$ cat config.mk
export PLATFORM = sky130hd
export DESIGN_NAME = bit_serializer
export DESIGN_NICKNAME = d
export VERILOG_FILES = /design/src/rtl/bit_serializer.sv
export SDC_FILE = /design/constraint.sdc
export NUM_CORES = 1
export LEC_CHECK = 0
export ABC_AREA = 1
export BUFFER_PORTS_ARGS = -buffer_cell sky130_fd_sc_hd__buf_4
export CAP_MARGIN = 30
export CORE_MARGIN = 4
export CORE_UTILIZATION = 40
export CTS_CLUSTER_SIZE = 28
export DETAILED_ROUTE_END_ITERATION = 8
export GPL_TIMING_DRIVEN = 0
export MAX_ROUTING_LAYER = met4
export PLACE_DENSITY = 0.72
export SKIP_CTS_REPAIR_TIMING = 1
export SYNTH_ARGS = -nofsm -noshare
export SYNTH_HDL_FRONTEND = slang
export SYNTH_SLANG_ARGS = --single-unit
$ cat constraint.sdc
create_clock -name clk -period 1.5 [get_ports clk]
set_input_delay 0 -clock clk [delete_from_list [all_inputs] [get_ports clk]]
set_output_delay 0 -clock clk [all_outputs]
set_load 0.1 [all_outputs]
$ cat src/rtl/bit_serializer.sv
// Parallel-in / serial-out stage feeding the 1101 detector input. Words are
// taken over valid/ready and shifted out one bit per HOLD clocks, with no gap between words.
module bit_serializer #(
  parameter int WIDTH     = 8,
  parameter int HOLD      = 1,
  parameter bit MSB_FIRST = 1'b1,
  parameter bit IDLE_BIT  = 1'b0
) (
  input  logic             clk,
  input  logic             reset,
  input  logic [WIDTH-1:0] in_data,
  input  logic             in_valid,
  output logic             in_ready,
  output logic             ser_bit,
  output logic             ser_valid,
  output logic             frame_start,
  output logic             ser_last
);

  localparam int BW = (WIDTH > 1) ? $clog2(WIDTH) : 1;
  localparam int HW = (HOLD > 1) ? $clog2(HOLD) : 1;
  localparam logic [BW-1:0] BIT_MAX  = BW'(WIDTH - 1);
  localparam logic [BW-1:0] BIT_PEN  = BW'(WIDTH - 2);
  localparam logic [HW-1:0] HOLD_MAX = HW'(HOLD - 1);

  typedef enum logic {IDLE, SHIFT} state_t;

  state_t           state;
  // The bit on ser_bit is held in its own register, so only the bits still
  // waiting to go out need storage here.
  logic [WIDTH-2:0] rest;
  logic [BW-1:0]    bit_cnt;
  logic [HW-1:0]    hold_cnt;
  logic             bit_done;
  logic             word_done;
  logic             accept;
  logic             first_bit;
  logic [WIDTH-2:0] first_rest;
  logic             next_bit;
  logic [WIDTH-2:0] next_rest;

  assign bit_done  = (hold_cnt == HOLD_MAX);
  assign word_done = (state == SHIFT) && bit_done && (bit_cnt == BIT_MAX);
  // NOTE: in_ready is combinational so a new word can be taken on the final
  // clock of the current one; gating with reset keeps it low during reset.
  assign in_ready  = !reset && ((state == IDLE) || word_done);
  assign accept    = in_valid && in_ready;

  assign first_bit  = MSB_FIRST ? in_data[WIDTH-1] : in_data[0];
  assign first_rest = MSB_FIRST ? in_data[WIDTH-2:0] : in_data[WIDTH-1:1];
  assign next_bit   = MSB_FIRST ? rest[WIDTH-2] : rest[0];
  assign next_rest  = MSB_FIRST ? (rest << 1) : (rest >> 1);

  // NOTE: all state uses nonblocking assignments so every register samples
  // the pre-edge values, whatever order the statements appear in.
  always_ff @(posedge clk) begin
    if (reset) begin
      state       <= IDLE;
      rest        <= '0;
      bit_cnt     <= '0;
      hold_cnt    <= '0;
      ser_bit     <= IDLE_BIT;
      ser_valid   <= 1'b0;
      frame_start <= 1'b0;
      ser_last    <= 1'b0;
    end else begin
      frame_start <= 1'b0;
      if (accept) begin
        state       <= SHIFT;
        rest        <= first_rest;
        bit_cnt     <= '0;
        hold_cnt    <= '0;
        ser_bit     <= first_bit;
        ser_valid   <= 1'b1;
        frame_start <= 1'b1;
        ser_last    <= 1'b0;
      end else if (state == SHIFT) begin
        if (!bit_done) begin
          hold_cnt <= hold_cnt + 1'b1;
        end else if (bit_cnt == BIT_MAX) begin
          state     <= IDLE;
          bit_cnt   <= '0;
          hold_cnt  <= '0;
          ser_bit   <= IDLE_BIT;
          ser_valid <= 1'b0;
          ser_last  <= 1'b0;
        end else begin
          hold_cnt <= '0;
          bit_cnt  <= bit_cnt + 1'b1;
          rest     <= next_rest;
          ser_bit  <= next_bit;
          ser_last <= (bit_cnt == BIT_PEN);
        end
      end
    end
  end

endmodule

After elaboration in Yosys (flattened, before gate mapping)

Cells that the tools add are included.
W data, S select, Z words.

Logic and storage cells: 49
Bits in registers: 16
Bits of input ports: 11
Output and inout bits: 5

Reduce and logical (&&, ||, !) cells: 13
Add/subtract/negate cells: 2
Equality and inequality tests: 4
Muxes and demuxes: 20
Bitwise gates (word level): 2

Operators by type and width:

| cell                  | count |
|---|---|
| $mux W7               | 4 |
| $mux W1               | 15 |
| $eq A3 B3 Y1 const B  | 2 |
| $reduce_and A3 Y1     | 2 |
| $logic_and A1 B1 Y1   | 4 |
| $reduce_and A2 Y1     | 2 |
| $reduce_bool A2 Y1    | 2 |
| $add A3 B1 Y3 const B | 1 |
| $mux W3               | 1 |
| $ne A2 B1 Y1 const B  | 1 |
| $ne A2 B2 Y1 const B  | 1 |
| $not A1 Y1            | 2 |
| $reduce_or A2 Y1      | 1 |
| $add A1 B1 Y1 const B | 1 |
| $logic_not A1 Y1      | 1 |
| $logic_or A1 B1 Y1    | 1 |

Depth between registers and ports, before layout

Gate-level depths: netlist (run 1).

Word-level depth: 8
Depth in mapped cells: 9
Depth with buffers taken out: 9

Worst setup path before layout (run 1)

OpenSTA, ideal clock, no wires.

Path type: flip-flop to output port
Start point: register bit_cnt[1]
End point: output port in_ready
Required time: 1.500 ns
Buffers on the path: 0
Arrival time: 2.102 ns
Stages on the path, launching flop included: 7
Slack: -0.602 ns
Cell sequence: dfxtp_1 ha_1 ha_1 inv_1 nand2_4 inv_4 nor2_1

Cells in the longest elaborated chain, start to end: 4

RTL lines:

| element                  | line | RTL |
|---|---|---|
| start: declaration       | 32   | `logic [BW-1:0] bit_cnt;` |
| start signal: assignment | 89   | `bit_cnt <= bit_cnt + 1'b1;` |
| $eq A3 B3 Y1             | 43   | `assign word_done = (state == SHIFT) && bit_done && (bit_cnt == BIT_MAX);` |
| $logic_and A1 B1 Y1      | 43   |  |
| $logic_or A1 B1 Y1       | 46   | `assign in_ready = !reset && ((state == IDLE) \|\| word_done);` |
| $logic_and A1 B1 Y1      | 46   |  |
| end: declaration         | 13   | `output logic in_ready,` |

No other way between the ends.

Worst setup path after layout (run 1)

Start point: register bit_cnt[1]
End point: register ser_last

Cells in the longest elaborated chain, start to end: 6
Elaborated cells between the ends (all ways): 8
Classes of those cells: eq/ne (2); mux (1); reduce/logical (5)

RTL lines:

| element                           | line   | RTL |
|---|---|---|
| $eq A3 B3 Y1                      | 43, 80 |  |
| $logic_and A1 B1 Y1               | 43     |  |
| $logic_or A1 B1 Y1                | 46     |  |
| $logic_and A1 B1 Y1               | 46     |  |
| $logic_and A1 B1 Y1               | 47     | `assign accept = in_valid && in_ready;` |
| $reduce_or A2 Y1 (no source line) | -      |  |
| end signal: assignment            | 92     | `ser_last <= (bit_cnt == BIT_PEN);` |
| end: declaration                  | 17     | `output logic ser_last` |

Several ways; a longest one is shown, not always the timed one.
A chain may end at the register's enable or synchronous reset.

==> metrics.md, run 1 <==
| Metric | Value |
|---|---|
| Post-synthesis sequential area ratio | `0.4270` |
| Most common cell after layout, fill and taps aside | `nor2_1` |
| Crit. End Element | `register` |
| Syn Area/Cell | `roughly 7.2 um2` |
| Starting Density | `0.4460` |
| Crit path cell chain | `ha_4 > ha_4 > inv_2 > nand2_4 > buf_4 > nand3_2 > nand2_2 > a21oi_1` |
| GRT Total Usage | `0.1289` |
| Tot Pwr | `just under 0.9 mW` |
| Gpl congestion | `between 0.7 and 0.8` |
| Post-route ant nets | `0` |
| Initial DRC Count | `10` |
| Crit Path Class | `reg -> reg` |
| Final Core Density | `0.6183` |
| Clock Latency Late Sink | `approximately 0.28 ns` |
| Synth Flop Type | `dfxtp_1` |
| Final Skew | `around 0.0066 ns` |
| Arr. time, crit path | `between 1.5 and 2 ns` |
| Reg area | `slightly above 300 um2` |
| Clock Path Buffers | `2` |
| Via count of the routed design | `700` |
| Cell Pwr Density | `between 900 and 1000 nW/um2` |
| Crit-path slowest cell | `dfxtp_4` |
| Clock slew at reported path FFs | `~0.10 ns` |
| Leak | `0.4428 nW` |
| CP required | `between 1.5 and 2 ns` |
| Final Setup Violations | `0` |
| # diodes | `0` |
| Critical hold path startpoint | `in_data[0]` |
| FF+latch count, synth | `15` |
| Final min period | `about 1.5 ns` |
| Synth cell types | `19` |
| Internal power | `around 0.60 mW` |
| Commonest non-fill, non-tap cells in the layout | `23 x nor2_1, 21 x buf_4, 20 x nand2_1, 13 x dfxtp_1, 9 x inv_1` |
| Part of the power in registers | `0.485` |
| Root Buffer | `clkbuf_4` |
| Switching share of power | `0.3237` |
| Final Max Slew Viols | `0` |
| Synth warn | `0` |
| CP Launch Point | `bit_cnt[1]$_SDFFE_PP0P_` |
| Die Y | `between 40 and 50 um` |
| Routed wire length | `about 1700 um` |
| GRT overflow | `0` |
| Number of global-route vias before repair | `around 550` |
| Synth Cell Area | `around 700 um2` |
| P&R area growth vs syn | `38.61%` |
| IO Count | `16` |
| Synth async-reset ratio | `0` |
| Hold WC Path Type | `in -> reg` |
| First-pass GRT wire length | `about 2400 um` |
| EDFF count, synth | `0` |
| Final hold slack | `~0.023 ns` |
| Worst path most repeated cell | `ha_4` |
| Hold Violations, Final | `0` |
| Net Count, Synth | `between 100 and 150` |
| Cell family with most CP delay | `flip-flops` |
| Pin count of the biggest net entering global routing | `11` |
| Headroom to the max-slew limit | `0.8157` |
| Iteration count of the initial detailed-routing pass | `4` |
| Logic gate share of total power | `0.247` |
| Die width | `~50 um` |
| Multi-input gate area | `roughly 370 um2` |
| Maximum VDD drop | `between 400 and 500 uV` |
| Routed wire length per instance | `11.97 um` |
| Reg-to-reg critical path startpoint | `bit_cnt[1]$_SDFFE_PP0P_` |
| Hpwl dp | `1002 um` |
| F_max | `slightly below 700 MHz` |
| CTS buffer count | `3` |
| Share of cells above drive strength 1 | `0.3226` |
| P_sw | `approximately 0.29 mW` |
| Residual DRC | `0` |
| Vias/cell | `approximately 5.0` |
| Crit path max fanout | `7` |
| CTS H-tree lvls | `1` |
| Worst-Margin Slew | `approximately 0.28 ns` |
| Max_cap viols | `0` |
| Clk pwr share | `0.268` |
| Antenna violations before repair | `0` |
| Die area | `2493 um2` |
| Fill cells | `approximately 130` |
| Core box area | `1577 um2` |
| FP Rows | `14` |
| Layout Nets | `roughly 140` |
| Final Cycle Share | `0.9756` |
| Critical path's largest stage delay | `approximately 0.37 ns` |
| Port Buffers | `14` |
| Fin Setup TNS | `0 ns` |
| TritonCTS clock tree | `built` |
| Synth Instances | `98` |
| Clk sinks | `15` |
| Worst Setup Start Kind | `register` |
| WP buf/inv | `2` |
| Outcome | `completed` |
## cell families after synthesis
logic type / count (synthesis) / share of synthesized area
AND/OR/NAND/NOR: 55 / 0.3399
buffers and inverters: 16 / 0.09609
flip-flops: 15 / 0.4270
adder cells (fa/ha/maj): 3 / 0.05339
AO/OA/AOI/OAI: 9 / 0.08362
## cells in the mapped netlist (3+ instances only)
| cell | count | area [um2] |
|---|---|---|
| ha_1 | 3 | 37.54 |
| nor2_1 | 24 | 90.09 |
| inv_1 | 10 | 37.54 |
| nand4_1 | 6 | 37.54 |
| inv_2 | 3 | 11.26 |
| a21oi_1 | 5 | 25.02 |
| dfxtp_1 | 15 | 300.3 |
| nand2_1 | 21 | 78.83 |
## metrics by stage
step	instances	setup WS [ns]	cell area, um2
finish	140	0.03654	974.7
global route	140	-0.03782	974.7
CTS	132	-0.1469	862.1
detailed placement	128	0.1124	835.8
global placement	128	0.1496	835.8
floorplan	98	0.1792	710.7
## power groups by stage
stage          sequential (mW)  clock [mW]  combinational (mW)
3_3_place_gp             0.437           0               0.185
6_report                 0.429       0.237               0.218
4_1_cts                  0.429       0.235               0.188
5_1_grt                  0.431       0.266               0.234
2_1_floorplan            0.483           0              0.0923
3_5_place_dp             0.438           0               0.186
## metal layers
layer  global-route usage  routed length (um)  vias to the layer above
li1                     -                   -                      358
met1               0.1639                 759                      311
met2               0.2004                 824                       27
met3              0.03012                  79                        4
met4              0.04147                  13                        0
met5                    -                   0                        -
## flip-flops by register name (all words and copies together) (netlist names)
name / cells
state: 1
ser_bit: 1
ser_valid: 1
rest: 7
ser_last: 1
frame_start: 1
bit_cnt: 3
## final timing paths
path | endpoint | slack, ns | cells after the start
worst max-delay path | ser_last$_SDFFE_PP0P_ | 0.04 | 8
worst min-delay path | rest[0]$_SDFFE_PP0P_ | 0.02 | 3
worst max register to register | ser_last$_SDFFE_PP0P_ | 0.04 | 8
worst min register to register | ser_valid$_SDFFE_PP0P_ | 0.49 | 2
## final cells by class
class	count	share of cell area
Buffer	2	0.01284
Clock buffer	4	0.02696
Inverter	14	0.06162
Multi-Input combinational cell	67	0.3800
Sequential cell	15	0.3132
Tap cell	16	0.02054
Timing Repair Buffer	22	0.1849
## worst min-delay path: stages
cell	delay, ns
buf_4	0.11
nand2_1	0.08
a21oi_1	0.07
No activity file was read; power rests on OpenSTA's default activity.
==> run 2: changes to the inputs <==
- PLACE_DENSITY: 0.72 -> 0.71
==> metrics.md, run 2 (synthesis gave the netlist of run 1 again) <==
| Metric | Value |
|---|---|
| Outcome | `completed (unchanged)` |
| Final Cell Area | `928.4 um2 (was 974.7 um2)` |
| Final Cycle Share | `0.9487 (was 0.9756)` |
| # diodes | `0 (unchanged)` |
| Worst slack, placed | `0.1391 ns (was 0.1124 ns)` |
| P&R area growth vs syn | `32.03% (was 38.61%)` |
| Clock slew at reported path FFs | `0.09 ns (was 0.10 ns)` |
| Largest registers | `rest (7), bit_cnt (3) (unchanged)` |
| GRT Total Usage | `0.1275 (was 0.1289)` |
| RSZ-0062 raised after global routing | `no` |
| Vias/cell | `4.710 (was 5.000)` |
| Leak | `0.4381 nW (was 0.4428 nW)` |
| Crit path cell chain | `ha_1 > ha_1 > inv_2 > nand2_4 > inv_8 > nor2_4 > buf_12 (was ha_4 > ha_4 > inv_2 > nand2_4 > buf_4 > nand3_2 > nand2_2 > a21oi_1)` |
| Final Skew | `0.002098 ns (was 0.006606 ns)` |
| Max_cap viols | `0 (unchanged)` |
| Initial DRC Count | `5 (was 10)` |
| Port Buffers | `14 (unchanged)` |
| First-pass GRT wire length | `2352 um (was 2442 um)` |
| Hold WC Path Type | `in -> reg (unchanged)` |
| Routed wire length | `1387 um (was 1676 um)` |
| Maximum VDD drop | `535.5 uV (was 458.9 uV)` |
| Arr. time, crit path | `1.42 ns (was 1.67 ns)` |
| Met2 Wirelength | `643 um (was 824 um)` |
| Final hold slack | `0.005305 ns (was 0.02271 ns)` |
| Cell Pwr Density | `930.6 nW/um2 (was 907.4 nW/um2)` |
| Crit. End Element | `output port (was register)` |
| Top reg by flops | `rest (unchanged)` |
| F_max | `702.7 MHz (was 683.3 MHz)` |
| Die area | `2493 um2 (unchanged)` |
| Die width | `49.93 um (unchanged)` |
| Gpl congestion | `0.7235 (was 0.7423)` |
| Wire length on met3 | `74 um (was 79 um)` |
| Hold Violations, Final | `0 (unchanged)` |
| Multi-input gate area | `342.8 um2 (was 370.4 um2)` |
| Routed wire length per instance | `10.05 um (was 11.97 um)` |
| IO Count | `16 (unchanged)` |
| TritonCTS clock tree | `built (unchanged)` |
| Clock Latency Late Sink | `0.27 ns (was 0.28 ns)` |
| CP required | `1.50 ns (was 1.70 ns)` |
| Residual DRC | `0 (unchanged)` |
| Most common cell after layout, fill and taps aside | `nor2_1 (unchanged)` |
| Via count of the routed design | `650 (was 700)` |
| Worst path most repeated cell | `ha_1 (was ha_4)` |
| Critical path's largest stage delay | `0.34 ns (was 0.37 ns)` |
| Reg area | `301.5 um2 (was 305.3 um2)` |
| Pin count of the biggest net entering global routing | `11 (unchanged)` |
| Reg2Reg Setup Slack | `0.09 ns (was 0.04 ns)` |
| Max FFs per register | `7 (unchanged)` |
| Met1 Wirelength | `655 um (was 759 um)` |
| Uppermost routed layer | `met4 (unchanged)` |
| Share of cells above drive strength 1 | `0.2787 (was 0.3226)` |
| Fill cells | `149 (was 133)` |
| Final Max Slew Viols | `0 (unchanged)` |
| Final worst setup slack | `0.07690 ns (was 0.03654 ns)` |
| Hpwl dp | `982.9 um (was 1002 um)` |
| Antenna violations before repair | `0 (unchanged)` |
| Crit Path Class | `reg -> out (was reg -> reg)` |
| Crit path max fanout | `6 (was 7)` |
| Clock Path Buffers | `2 (unchanged)` |
| GRT overflow | `0 (unchanged)` |
| Worst Setup Start Kind | `register (unchanged)` |
| Final min period | `1.423 ns (was 1.463 ns)` |
| Clk sinks | `15 (unchanged)` |
| Crit-path slowest cell | `dfxtp_2 (was dfxtp_4)` |
| Worst r2r path cells | `9 (was 8)` |
| CTS buffer count | `3 (unchanged)` |
| Root Buffer | `clkbuf_4 (unchanged)` |
| Commonest non-fill, non-tap cells in the layout | `23 x nor2_1, 21 x nand2_1, 19 x buf_4, 14 x dfxtp_1, 9 x inv_1 (was 23 x nor2_1, 21 x buf_4, 20 x nand2_1, 13 x dfxtp_1, 9 x inv_1)` |
| Number of global-route vias before repair | `558 (was 548)` |
| Placed cell area | `835.8 um2 (unchanged)` |
| Worst-Margin Slew | `0.2789 ns (was 0.2788 ns)` |
| CTS H-tree lvls | `1 (unchanged)` |
| Post-route ant nets | `0 (unchanged)` |
| Layout Nets | `137 (was 139)` |
| Core box area | `1577 um2 (unchanged)` |
| Starting Density | `0.4460 (unchanged)` |
| Iteration count of the initial detailed-routing pass | `4 (unchanged)` |
| Worst Hold Depth | `3 (unchanged)` |
| Headroom to the max-slew limit | `0.8156 (was 0.8157)` |
| Die Y | `49.93 um (unchanged)` |
| FP Rows | `14 (unchanged)` |
| Final Setup Violations | `0 (unchanged)` |
run 2: final timing paths:
check / startpoint / endpoint
min reg2reg: rest[0]$_SDFFE_PP0P_ / rest[0]$_SDFFE_PP0P_
min: in_data[0] / rest[0]$_SDFFE_PP0P_
max: bit_cnt[1]$_SDFFE_PP0P_ / in_ready
max reg2reg: bit_cnt[1]$_SDFFE_PP0P_ / rest[2]$_SDFFE_PP0P_
run 2: final cells by class:
type | instances | area share
Multi-Input combinational cell | 67 | 0.3693
Sequential cell | 15 | 0.3248
Timing Repair Buffer | 20 | 0.1779
Inverter | 14 | 0.06469
Clock buffer | 4 | 0.02830
Tap cell | 16 | 0.02156
Buffer | 2 | 0.01348
run 2: worst max-delay path: cells and delay by family, from the launching register on:
kind	cells	cell delay (ns)
adder cells (fa/ha/maj)	2	0.36
buffers and inverters	3	0.31
flip-flops	1	0.34
AND/OR/NAND/NOR	2	0.12
run 2: per-layer routing:
| metal | global-route usage | vias to the layer above |
|---|---|---|
| met4 | 0.06912 | 0 |
| met5 | - | - |
| li1 | - | 356 |
| met2 | 0.1872 | 14 |
| met3 | 0.03313 | 2 |
| met1 | 0.1582 | 278 |
run 2: per-stage QoR:
step	power (mW)	cells	utilization	TNS, ns
after CTS	0.8549	132	0.5468	-0.1200
after floorplan	0.5752	98	-	0
after global routing	0.9205	138	0.5889	0
after global placement	0.6221	128	0.5302	0
after detailed placement	0.6243	128	0.5302	0
final	0.8640	138	0.5889	0
run 2: power by group:
group	internal [mW]	switching, mW
sequential	0.418	0.0107
clock	0.103	0.123
combinational	0.0740	0.136
